`src/rtl/bpsk_tx_framer.sv`:
```
// BPSK transmit framer: alternating preamble, 16-bit sync word, then N payload bytes MSB first,
// one bit per SYM_DIV clocks, with a one-byte holding buffer fed over valid/ready.
module bpsk_tx_framer #(
   parameter int          SYM_DIV   = 2000,
   parameter int          PRE_LEN   = 16,
   parameter logic [15:0] SYNC_WORD = 16'hF3A0
) (
   input  logic       clk,
   input  logic       rst,
   input  logic       start,
   input  logic [7:0] frame_len,
   input  logic [7:0] byte_data,
   input  logic       byte_valid,
   output logic       byte_ready,
   output logic       tx_bit,
   output logic       sym_tick,
   output logic       busy,
   output logic       done,
   output logic       underrun,
   output logic [1:0] dbg_state
);
   localparam int CNT_W = (SYM_DIV > 1) ? $clog2(SYM_DIV) : 1;

   typedef enum logic [1:0] {S_IDLE, S_PREAMBLE, S_SYNC, S_PAYLOAD} state_t;

   state_t           state_q, state_d;
   logic [CNT_W-1:0] cnt_q, cnt_d;
   logic [4:0]       bit_idx_q, bit_idx_d;
   logic [7:0]       shreg_q, shreg_d;
   logic [7:0]       buf_q, buf_d;
   logic             buf_full_q, buf_full_d;
   logic [7:0]       len_q, len_d;
   logic [7:0]       fetched_q, fetched_d;
   logic [7:0]       loaded_q, loaded_d;
   logic             tx_bit_q, tx_bit_d;
   logic             busy_q, busy_d;
   logic             done_q, done_d;
   logic             underrun_q, underrun_d;
   logic             tick, xfer, need_load, finish;

   // Handshake: a byte moves when byte_valid && byte_ready at a rising clk edge; byte_ready
   // depends only on registered state, byte_data must be stable while byte_valid is high.
   assign tick       = busy_q && (cnt_q == CNT_W'(SYM_DIV - 1));
   assign byte_ready = busy_q && !buf_full_q && (fetched_q < len_q);
   assign xfer       = byte_valid && byte_ready;

   assign sym_tick  = tick;
   assign tx_bit    = tx_bit_q;
   assign busy      = busy_q;
   assign done      = done_q;
   assign underrun  = underrun_q;
   assign dbg_state = state_q;

   always_comb begin
      state_d    = state_q;
      cnt_d      = cnt_q;
      bit_idx_d  = bit_idx_q;
      shreg_d    = shreg_q;
      buf_d      = buf_q;
      buf_full_d = buf_full_q;
      len_d      = len_q;
      fetched_d  = fetched_q;
      loaded_d   = loaded_q;
      tx_bit_d   = tx_bit_q;
      busy_d     = busy_q;
      done_d     = 1'b0;
      underrun_d = 1'b0;
      need_load  = 1'b0;
      finish     = 1'b0;

      if (xfer) begin
         buf_d      = byte_data;
         buf_full_d = 1'b1;
         fetched_d  = fetched_q + 8'd1;
      end
      if (busy_q) cnt_d = tick ? '0 : cnt_q + CNT_W'(1);

      case (state_q)
         S_IDLE: begin
            cnt_d    = '0;
            tx_bit_d = 1'b0;
            busy_d   = 1'b0;
            if (start && (frame_len != 8'd0)) begin
               state_d    = S_PREAMBLE;
               len_d      = frame_len;
               busy_d     = 1'b1;
               tx_bit_d   = 1'b1;
               bit_idx_d  = '0;
               fetched_d  = '0;
               loaded_d   = '0;
               buf_full_d = 1'b0;
            end
         end
         S_PREAMBLE: if (tick) begin
            if (bit_idx_q == 5'(PRE_LEN - 1)) begin
               state_d   = S_SYNC;
               bit_idx_d = 5'd15;
               tx_bit_d  = SYNC_WORD[15];
            end else begin
               // Next index is bit_idx+1; even indices carry 1, so the next bit is bit_idx[0].
               bit_idx_d = bit_idx_q + 5'd1;
               tx_bit_d  = bit_idx_q[0];
            end
         end
         S_SYNC: if (tick) begin
            if (bit_idx_q == 5'd0) begin
               need_load = 1'b1;
            end else begin
               bit_idx_d = bit_idx_q - 5'd1;
               tx_bit_d  = SYNC_WORD[bit_idx_d[3:0]];
            end
         end
         S_PAYLOAD: if (tick) begin
            if (bit_idx_q == 5'd0) begin
               if (loaded_q == len_q) finish = 1'b1;
               else                   need_load = 1'b1;
            end else begin
               bit_idx_d = bit_idx_q - 5'd1;
               tx_bit_d  = shreg_q[bit_idx_d[2:0]];
            end
         end
         default: state_d = S_IDLE;
      endcase

      // A load can never coincide with a buffer fill, since byte_ready requires an empty buffer.
      if (need_load && buf_full_q) begin
         state_d    = S_PAYLOAD;
         shreg_d    = buf_q;
         buf_full_d = 1'b0;
         loaded_d   = loaded_q + 8'd1;
         bit_idx_d  = 5'd7;
         tx_bit_d   = buf_q[7];
      end
      if ((need_load && !buf_full_q) || finish) begin
         state_d    = S_IDLE;
         busy_d     = 1'b0;
         tx_bit_d   = 1'b0;
         cnt_d      = '0;
         done_d     = finish;
         underrun_d = need_load;
      end
   end

   always_ff @(posedge clk) begin
      if (rst) begin
         state_q    <= S_IDLE;
         cnt_q      <= '0;
         bit_idx_q  <= '0;
         shreg_q    <= '0;
         buf_q      <= '0;
         buf_full_q <= 1'b0;
         len_q      <= '0;
         fetched_q  <= '0;
         loaded_q   <= '0;
         tx_bit_q   <= 1'b0;
         busy_q     <= 1'b0;
         done_q     <= 1'b0;
         underrun_q <= 1'b0;
      end else begin
         state_q    <= state_d;
         cnt_q      <= cnt_d;
         bit_idx_q  <= bit_idx_d;
         shreg_q    <= shreg_d;
         buf_q      <= buf_d;
         buf_full_q <= buf_full_d;
         len_q      <= len_d;
         fetched_q  <= fetched_d;
         loaded_q   <= loaded_d;
         tx_bit_q   <= tx_bit_d;
         busy_q     <= busy_d;
         done_q     <= done_d;
         underrun_q <= underrun_d;
      end
   end
endmodule

```
`config.mk`:
```
export PLATFORM = sky130hd
export DESIGN_NAME = bpsk_tx_framer
export DESIGN_NICKNAME = d
export VERILOG_FILES = /design/src/rtl/bpsk_tx_framer.sv
export SDC_FILE = /design/constraint.sdc
export NUM_CORES = 1
export LEC_CHECK = 0
export CORE_UTILIZATION = 31
export DETAILED_ROUTE_END_ITERATION = 8
export PLACE_DENSITY_LB_ADDON = 0.08
export SLEW_MARGIN = 20
export SYNTH_ARGS = -nofsm -noshare
export SYNTH_HDL_FRONTEND = slang
export SYNTH_SLANG_ARGS = --single-unit
export TNS_END_PERCENT = 5
```
`constraint.sdc`:
```
create_clock -name clk -period 3.06 [get_ports clk]
set_clock_uncertainty 0.1 [all_clocks]
set_input_delay 0.918 -clock clk [delete_from_list [all_inputs] [get_ports clk]]
set_output_delay 0.918 -clock clk [all_outputs]
set_load 0.01 [all_outputs]
```
==> metrics.cfg <==
[outcome]
status = finished, final reports clean

[pwr]
p_per_area_nw_per_um2 = 439.1
max-vdd-ir-drop_uv = 191.4
sw_frac_of_total_pct = 26.25
power.share.clock_pct = 37.1
intPower_mw = 1.276
p_seq_share_pct = 49.8
comb_power_share_pct = 13.0
cellLeakagePower_nw = 1.514
p_switching_uw = 454.1

[global_route]
grt_pass1_wl_mm = 13.88
antenna_found_initial = 0
grt_overflow = 0
grt_pass1_vias = 2710
grt_start_max_net_pins = 24
grt_usage_pct = 16.31

[synthesis]
synthDominantCellAreaShare_pct = 38.71
async_flop_share_pct = 0
yosysTopAreaCell = dfxtp_1
syn_area_um2 = 3258
ys_ff_latch = 63
syn_area_per_cell_um2 = 8.485
synth_nets = 417
ys_seq_area_share_pct = 38.71
synth_edf_count = 0
syn_inst = 384
synthFlopType = dfxtp_1
ys_types = 56
yosys_warnings = 0
synth.area.top_cells = dfxtp_1 39%, mux2i_1 6.1%, nor2_1 6.1%, ha_1 5.0%, a21oi_1 4.3%

[routing]
drt_iter0_markers = 107
detail_route.vias_per_cell = 4.907
wl_met1_mm = 4.138
routed.top_layer = met4
post_drt_wl_per_cell_um = 14.57
wl_mm = 8.189
routed-wl-met2_mm = 3.664
drc_errors = 0
vias = 2758
met3_wirelength_um = 258
dr.pass1.iters = 4
ant_nets = 0

[worst_setup_path]
arrival_ns = 1.85
crit_fanout = 2
critical_path_class = reg2out
cp_data_required_time_ns = 2.04
worst_setup_path_start_kind = register
worstSetupEndpointType = output port

[final_layout]
antenna_cells = 0
syn_to_final_growth_pct = 20.93
nets = 456
drive_gt1_share_pct = 11.74
final_cells = 562

[clock_network]
cts-buffers-inserted = 9
cts.sinks = 63
clockBufferDepth = 2
clk_pin_slew_ns = 0.07
clockRootBuffer = clkbuf_8
htree_levels = 3
cts_tree = built
hold_buffers = 0
insertion_delay_ns = 0.34

[placement]
dp_cells = 548
post-dp-hpwl_mm = 5.964
gp_congestion = 0.7798
io_buffers = 27

[sta]
tightest_slew_ns = 0.6762
rsz0062_at_grt = false
slew_violations = 0
fin_crit_ns = 2.869
hold_viol = 0
max_freq_ghz = 0.3486
fin_crit_sh_pct = 93.74
slew_headroom_pct = 54.50
setup_viol = 0
finalSetupTns_ns = 0

[floorplan]
dieWidth_um = 104.5
start_util_pct = 31.70
core_region_area_um2 = 10280
std_cell_rows = 37
die_area_um2 = 10920
chipHeight_um = 104.5
ios = 28

[hold_path]
hp-class = reg2reg

[flow_run]
drv_cap = 0

[per-layer routing]
| layer | vias up | GRT usage, % |
|---|---|---|
| met5 | - | 0 |
| met4 | 0 | 6.122 |
| met2 | 45 | 25.40 |
| met3 | 11 | 4.135 |
| li1 | 1434 | - |
| met1 | 1268 | 21.58 |
[cells in the final DEF, fill, tap and decap left out, types with 2 or more instances in the layout]
cell type and n:
nand3b_1 2, xor2_1 12, nor2b_1 3, a211oi_1 3, nand2b_1 4, a21oi_1 28
nor3_1 7, and3_1 4, dfxtp_2 2, nor4_1 4, a211o_1 4, a31oi_1 4
mux4_2 2, nand3_1 14, a21o_1 4, nand4_1 6, ha_1 13, inv_1 16
or3b_1 4, clkdlybuf4s50_1 25, o31ai_1 3, mux2i_1 20, buf_4 21, dfxtp_1 61
o21ai_0 13, xnor2_1 9, a2111oi_0 2, a221oi_1 3, or2_2 3, clkbuf_8 11
nand2_1 31, nor2_1 52, or3_1 8, clkbuf_1 2
[critical path, stage by stage, from the launching register on]
cell and delay (ns):
dfxtp_1 0.33, inv_1 0.04, ha_1 0.28, a21o_1 0.16, a211o_1 0.32, nand2_1 0.08
o2111a_1 0.18, clkbuf_2 0.13
[synthesized netlist by cell type, types with 2 or more instances]
cell	n
or2_2	3
buf_2	2
and3_1	4
clkbuf_1	15
a21oi_1	28
mux4_2	2
a211oi_1	3
inv_1	16
nand2b_1	4
dfxtp_1	63
or3_1	8
a221oi_1	3
nand3_1	14
nand3b_1	2
xor2_1	12
nand4_1	6
a2111oi_0	2
ha_1	13
nor2b_1	3
nor3_1	7
xnor2_1	9
or3b_1	4
nor2_1	53
o31ai_1	3
nand2_1	31
a31oi_1	4
mux2i_1	20
o21ai_0	13
a21o_1	4
nor4_1	4
a211o_1	4
[timing repair]
item | 4_1_cts | 5_1_grt
setup buffers | 0 | 0
gates resized for setup | 2 | 5
setup endpoints to repair | 2 | 2
pin swaps | 0 | 1
gates cloned | 0 | 0
[per-stage QoR]
step | instance area [µm²] | total power, mW | hold WS [ns] | worst slack, ns | utilization (%)
6_report | 3940 | 1.730 | 0.3493 | 0.1915 | 38.34
5_1_grt | 3940 | 1.819 | 0.3788 | 0.06185 | 38.34
4_1_cts | 3938 | 1.753 | 0.3532 | -0.09210 | 38.31
3_5_place_dp | 3774 | 1.107 | 0.3449 | 0.1123 | 36.72
3_3_place_gp | 3774 | 1.109 | 0.3423 | 0.1523 | 36.72
2_1_floorplan | 3258 | 1.010 | 0.3286 | 0.6081 | -
[logic make-up after synthesis]
logic type	synth area share, %
AOI/OAI and AO/OA	14.94
xor gates and xnor gates	5.645
adders and majority gates	4.992
buffers and inverters	4.570
DFF	38.71
muxes	7.872
and+or+nand+nor	23.27
[registers in the layout (all words and copies together) (netlist names)]
| name | flops |
|---|---|
| bit_idx_q | 5 |
| buf_full_q | 1 |
| buf_q | 8 |
| busy | 1 |
| cnt_q | 11 |
| dbg_state | 2 |
| done | 1 |
| fetched_q | 8 |
| len_q | 8 |
| loaded_q | 8 |
| shreg_q | 8 |
| tx_bit | 1 |
| underrun | 1 |
[final timing paths]
check | startpoint | to | slack, ns | cells after the start
worst max-delay path | len_q[1]$_SDFFE_PP0P_ | byte_ready | 0.19 | 7
worst min-delay path | shreg_q[0]$_SDFFE_PP0P_ | shreg_q[0]$_SDFFE_PP0P_ | 0.35 | 2
worst max register to register | bit_idx_q[0]$_SDFFE_PP0P_ | bit_idx_q[4]$_SDFFE_PP0P_ | 0.47 | 8
worst min register to register | shreg_q[0]$_SDFFE_PP0P_ | shreg_q[0]$_SDFFE_PP0P_ | 0.35 | 2
[power groups by stage]
stage	clock network [mW]	registers (mW)	logic (mW)
2_1_floorplan	0	0.870	0.140
3_3_place_gp	0	0.881	0.228
3_5_place_dp	0	0.881	0.226
4_1_cts	0.664	0.862	0.227
5_1_grt	0.705	0.865	0.249
6_report	0.642	0.862	0.226
[final cells by class]
cell class	count	area, µm²
inverters	16	60.06
clock buffers	13	158.9
flip-flops and latches	63	1264
fillers	1078	6337
repair buffers	48	425.4
well taps	136	170.2
multi-input cells	285	1857
clock inverters	1	5.005
Note: power is estimated with default switching activity, not from simulation.
